`src/rtl/inst_queue_pkg.sv`:
```
// Shared types and constants for the fetch-to-decode instruction queue.
package inst_queue_pkg;
   localparam int INST_W   = 32;
   localparam int ADDR_W   = 32;
   localparam int IQ_DEPTH = 16;
   localparam int IQ_PTR_W = 4;

   localparam logic IQ_FULL     = 1'b1;
   localparam logic IQ_NOT_FULL = 1'b0;

   typedef logic [INST_W-1:0] inst_t;
   typedef logic [ADDR_W-1:0] addr_t;

   typedef struct packed {
      inst_t inst;
      addr_t pc;
   } iq_entry_t;
endpackage

```
`src/rtl/inst_queue_if.sv`:
```
// Fetch-side and decode-side handshake bundle of the instruction queue.
interface inst_queue_if;
   import inst_queue_pkg::*;

   logic  IF_inst_valid;
   inst_t IF_inst;
   addr_t IF_pc;
   logic  IF_queue_is_full;
   logic  Dec_ready;
   logic  Dec_inst_valid;
   inst_t Dec_inst;
   addr_t Dec_pc;

   modport slave (
      input  IF_inst_valid, IF_inst, IF_pc, Dec_ready,
      output IF_queue_is_full, Dec_inst_valid, Dec_inst, Dec_pc
   );

   modport master (
      output IF_inst_valid, IF_inst, IF_pc, Dec_ready,
      input  IF_queue_is_full, Dec_inst_valid, Dec_inst, Dec_pc
   );
endinterface

```
`src/rtl/inst_queue_storage.sv`:
```
// Entry storage: one write port, asynchronous read so the head is shown ahead.
module inst_queue_storage
   import inst_queue_pkg::*;
#(
   parameter int DEPTH = 16,
   parameter int PTR_W = 4
) (
   input  logic             clk,
   input  logic             we_i,
   input  logic [PTR_W-1:0] waddr_i,
   input  iq_entry_t        wdata_i,
   input  logic [PTR_W-1:0] raddr_i,
   output iq_entry_t        rdata_o
);
   iq_entry_t mem_q [DEPTH];

   always_ff @(posedge clk) begin
      if (we_i) begin
         mem_q[waddr_i] <= wdata_i;
      end
   end

   assign rdata_o = mem_q[raddr_i];
endmodule

```
`src/rtl/inst_queue.sv`:
```
// Circular instruction FIFO between fetch and decode, flushed by the ROB.
module inst_queue
   import inst_queue_pkg::*;
#(
   parameter int DEPTH = IQ_DEPTH,
   parameter int PTR_W = IQ_PTR_W
) (
   input  logic         clk,
   input  logic         rst,
   input  logic         rdy,
   input  logic         ROB_jump_judge,
   inst_queue_if.slave  iq
);
   localparam logic [PTR_W:0] DEPTH_C   = (PTR_W+1)'(DEPTH);
   localparam logic [PTR_W:0] FULL_TH_C = (PTR_W+1)'(DEPTH - 2);

   logic [PTR_W-1:0] head_q, head_d;
   logic [PTR_W-1:0] tail_q, tail_d;
   logic [PTR_W:0]   count_q, count_d;
   logic             flush, push, pop;
   iq_entry_t        head_entry;

   assign flush = rdy & ROB_jump_judge;
   assign push  = rdy & iq.IF_inst_valid & ~flush & (count_q != DEPTH_C);
   assign pop   = rdy & iq.Dec_ready & (count_q != '0) & ~flush;

   // Pointers wrap for free because DEPTH is exactly 2**PTR_W.
   always_comb begin
      head_d  = head_q;
      tail_d  = tail_q;
      count_d = count_q;
      if (flush) begin
         head_d  = '0;
         tail_d  = '0;
         count_d = '0;
      end else begin
         if (push) tail_d = tail_q + 1'b1;
         if (pop)  head_d = head_q + 1'b1;
         if (push && !pop)      count_d = count_q + 1'b1;
         else if (pop && !push) count_d = count_q - 1'b1;
      end
   end

   always_ff @(posedge clk or negedge rst) begin
      if (!rst) begin
         head_q  <= '0;
         tail_q  <= '0;
         count_q <= '0;
      end else begin
         head_q  <= head_d;
         tail_q  <= tail_d;
         count_q <= count_d;
      end
   end

   inst_queue_storage #(
      .DEPTH (DEPTH),
      .PTR_W (PTR_W)
   ) u_storage (
      .clk     (clk),
      .we_i    (push),
      .waddr_i (tail_q),
      .wdata_i ({iq.IF_inst, iq.IF_pc}),
      .raddr_i (head_q),
      .rdata_o (head_entry)
   );

   // Two-slot margin covers the push already in flight from a registered fetch.
   assign iq.IF_queue_is_full = (count_q >= FULL_TH_C) ? IQ_FULL : IQ_NOT_FULL;
   assign iq.Dec_inst_valid   = (count_q != '0);
   assign iq.Dec_inst         = head_entry.inst;
   assign iq.Dec_pc           = head_entry.pc;
endmodule

```
`src/flat_wrapper.sv`:
```
// flat-port wrapper written by rule: the top's interface ports become plain ports
module inst_queue_flat import inst_queue_pkg::*;
#(
   parameter int DEPTH = IQ_DEPTH,
   parameter int PTR_W = IQ_PTR_W
)
  (clk, rst, rdy, ROB_jump_judge, iq_IF_inst_valid, iq_IF_inst, iq_IF_pc, iq_Dec_ready, iq_IF_queue_is_full, iq_Dec_inst_valid, iq_Dec_inst, iq_Dec_pc);
  inst_queue_if iq_i ();
  input  logic clk;
  input  logic rst;
  input  logic rdy;
  input  logic ROB_jump_judge;
  input wire logic [$bits(iq_i.IF_inst_valid)-1:0] iq_IF_inst_valid;
  input wire logic [$bits(iq_i.IF_inst)-1:0] iq_IF_inst;
  input wire logic [$bits(iq_i.IF_pc)-1:0] iq_IF_pc;
  input wire logic [$bits(iq_i.Dec_ready)-1:0] iq_Dec_ready;
  output wire logic [$bits(iq_i.IF_queue_is_full)-1:0] iq_IF_queue_is_full;
  output wire logic [$bits(iq_i.Dec_inst_valid)-1:0] iq_Dec_inst_valid;
  output wire logic [$bits(iq_i.Dec_inst)-1:0] iq_Dec_inst;
  output wire logic [$bits(iq_i.Dec_pc)-1:0] iq_Dec_pc;
  assign iq_i.IF_inst_valid = iq_IF_inst_valid;
  assign iq_i.IF_inst = iq_IF_inst;
  assign iq_i.IF_pc = iq_IF_pc;
  assign iq_i.Dec_ready = iq_Dec_ready;
  assign iq_IF_queue_is_full = iq_i.IF_queue_is_full;
  assign iq_Dec_inst_valid = iq_i.Dec_inst_valid;
  assign iq_Dec_inst = iq_i.Dec_inst;
  assign iq_Dec_pc = iq_i.Dec_pc;
  inst_queue #(.DEPTH(DEPTH), .PTR_W(PTR_W)) u_core (.clk(clk), .rst(rst), .rdy(rdy), .ROB_jump_judge(ROB_jump_judge), .iq(iq_i));
endmodule
```
`config.mk`:
```
export PLATFORM = sky130hd
export DESIGN_NAME = inst_queue_flat
export DESIGN_NICKNAME = d
export VERILOG_FILES = /design/src/rtl/inst_queue_pkg.sv /design/src/rtl/inst_queue_if.sv /design/src/rtl/inst_queue_storage.sv /design/src/rtl/inst_queue.sv /design/src/flat_wrapper.sv
export SDC_FILE = /design/constraint.sdc
export NUM_CORES = 1
export LEC_CHECK = 0
export ABC_CLOCK_PERIOD_IN_PS = 6100
export BUFFER_PORTS_ARGS = -buffer_cell sky130_fd_sc_hd__buf_2
export CAP_MARGIN = 5
export CORE_ASPECT_RATIO = 0.7
export CORE_MARGIN = 1.5
export CORE_UTILIZATION = 25
export DETAILED_ROUTE_END_ITERATION = 8
export PLACE_DENSITY = 0.49
export SLEW_MARGIN = 30
export SYNTH_ARGS = -nofsm -noshare
export SYNTH_HDL_FRONTEND = slang
export SYNTH_HIERARCHICAL = 1
export SYNTH_SLANG_ARGS = --single-unit
```
`constraint.sdc`:
```
create_clock -name clk -period 6.1 [get_ports clk]
set_input_delay 0.61 -clock clk [delete_from_list [all_inputs] [get_ports clk]]
set_output_delay 0.61 -clock clk [all_outputs]
set_load 0.05 [all_outputs]
```
==> results.toml <==
[placed_design]
portBuffers = 135
post-dp-hpwl_um = 52230
gp_congestion = 0.7018
placed_area_mm2 = 0.04276

[detailed_routing]
ant_nets = 0
vias = 17880
dr.pass1.iters = 5
totalWireLength_um = 95770
drc = 0
viasPerCell = 4.423
wire_per_inst_um = 23.69
drt_iter0_markers = 1503

[sta]
finalMaxSlewViolations = 0
clock.fmax_ghz = 0.2416
fin_crit_ns = 4.140
tightestPinTransition_ns = 0.9032
hold_viol = 0
skew_ns = 0.02948
fin_tns_setup_ns = 0
rsz0062_at_grt = "no"
relSlewSlack_pct = 39.64
setup_viol = 0
fin_crit_sh_pct = 67.87

[critical_path]
cp_max_fo = 33
cp_data_arrival_time_ns = 3.53
crit_path_end_kind = "output port"
r2r-start = "u_core/count_q[1]"
path_class = "flop to output port"
start_kind = "flop"
required_ns = 5.49
crit_path_start = "u_core/head_q[1]"

[cts]
cts_resized = 0
cts_setup_buffers = 0
ctsRootBufferMaster = "clkbuf_16"
postCtsHoldBufs = 1
htreeDepth = 3
cts_tree = "done"
clock_latency_ns = 0.69
path_clk_slew_ns = 0.06
cts_buffer_depth = 3
cts.sinks = 1037
cts_made_buffers = 101

[synthesis]
synthMuxAreaShare_pct = 14.76
yosysUniqueCellTypes = 41
yosys.area.top_type = "edfxtp_1"
synth.avg_cell_area_um2 = 23.54
synth-adder-area-share_pct = 0.2429
yosys-top-cells-area = "edfxtp_1, mux4_2, a22oi_1"
syn-cell-area_mm2 = 0.03914
synth_cells = 1663
async_flop_share_pct = 1.254
synth-seq-cells = 1037
synth_compound_area_share_pct = 2.877
yosys.area_share.simple_pct = 1.403
yosysTopAreaCellShare_pct = 78.56
synthXorXnorAreaFrac_pct = 0.1343
synth_nets = 1740
synthFlopType = "edfxtp_1"
yosysWarnings = 6
seq_area_frac_synth_pct = 79.39
synth_top_family_by_area = "multiplexers"
synth_edf_count = 1024

[flow_run]
cap_violations = 0

[run_status]
status = "complete, no violations"

[global_routing]
first_global_vias = 19110
grt_usage_pct = 12.09
grt_pass1_wl_um = 138100
grt_max_degree = 58
antenna_found_initial = 13
grt_overflow = 0

[floorplan]
core-area_mm2 = 0.1555
io_pins = 136
start_util_pct = 25.17
die_width_um = 475.9
die-area_mm2 = 0.1590
rows = 121
die_height_um = 334.1

[final_layout]
drive_gt1_share_pct = 31.85
design_area_mm2 = 0.04605
fill_cells = 14980
seq_area_mm2 = 0.03108
areaGrowthSynthToFinish_pct = 17.65
multi_input_area_mm2 = 0.007760
num-nets-final = 1945
layout_commonest_cell = "edfxtp_1"
final_cell_mix = "edfxtp_1, mux4_2, buf_2"

[min_path]
hold_class = "input pin to flop"
hp-start = "iq_IF_inst[23]"

[power]
power_density_mw_per_mm2 = 400.0
ir_drop_uv = 217.4
p_leak_nw = 13.94
-- registers in the layout, summed over array words and instances, names as in the netlist --
name and count:
u_core/count_q 5, u_core/tail_q 4, u_core/head_q 4, u_core/u_storage/mem_q 1024
-- critical path: stages (launching register included) --
cell     delay (ns)
dfrtp_4        0.77
buf_12         0.29
buf_4          0.50
mux4_2         0.40
a22oi_1        0.23
nand2_1        0.29
buf_2          0.31
-- report_power, final --
| part | total (mW) | internal (mW) | leakage [nW] | switching (mW) |
|---|---|---|---|---|
| sequential | 8.06 | 7.91 | 9.38 | 0.148 |
| clock | 6.16 | 3.49 | 1.59 | 2.67 |
| combinational | 4.20 | 1.70 | 2.97 | 2.50 |
| total | 18.4 | 13.1 | 13.9 | 5.32 |
-- per-layer routing --
metal	wire (um)	global-route usage (%)	vias up
met5	37	0	-
met4	2379	3.168	6
met3	4266	2.686	156
met2	45990	19.64	392
met1	43100	16.31	9747
li1	-	-	7576
-- metrics by stage --
stage / hold slack, ns / std cells / power, mW / utilization, % / setup WS (ns)
floorplan: 0.3144 / 1663 / 11.36 / - / 1.299
global placement: 0.5140 / 3850 / 12.44 / 27.44 / 2.357
detailed placement: 0.5304 / 3854 / 12.52 / 27.50 / 2.477
CTS: 0.2015 / 4040 / 18.72 / 29.60 / 1.742
global route: 0.2351 / 4042 / 19.19 / 29.62 / 1.752
finish: 0.2696 / 4042 / 18.42 / 29.62 / 1.960
-- area by class of cell --
| class | instances | area share, % |
|---|---|---|
| Clock inverter | 58 | 1.274 |
| Sequential cell | 1037 | 67.50 |
| Clock buffer | 127 | 5.793 |
| Timing Repair Buffer | 188 | 2.885 |
| Antenna cell | 1 | 0.005434 |
| Inverter | 1 | 0.01359 |
| Tap cell | 2091 | 5.681 |
| Multi-Input combinational cell | 539 | 16.85 |
-- cells by family (layout without fill, tap and decap cells) --
family,Yosys count,after routing
DFF,1037,1037
muxes,257,257
AOI/OAI and AO/OA,146,146
and+or+nand+nor,123,123
buffers and inverters,87,374
adders and majority gates,7,7
xor gates and xnor gates,6,6
other,0,1
-- worst paths after layout --
check	slack, ns	cells past startpoint	to
worst max-delay path	1.96	6	iq_Dec_pc[1]
worst min-delay path	0.27	1	u_core/u_storage/mem_q[13][55]
worst max register to register	2.75	6	u_core/u_storage/mem_q[3][25]
worst min register to register	0.58	1	u_core/tail_q[2]
max in group asynchronous	5.47	2	u_core/head_q[0]
min in group asynchronous	0.36	2	u_core/count_q[4]
-- synth_stat cells, types with 6 or more instances --
| cell | number |
|---|---|
| ha_1 | 6 |
| edfxtp_1 | 1024 |
| buf_1 | 16 |
| nand3_1 | 7 |
| nand2_1 | 76 |
| buf_2 | 14 |
| clkbuf_1 | 37 |
| a22oi_1 | 128 |
| dfrtp_1 | 13 |
| nor2_1 | 19 |
| mux4_2 | 256 |
| buf_4 | 6 |
| buf_6 | 13 |
Note: power is estimated with default switching activity, not from simulation.
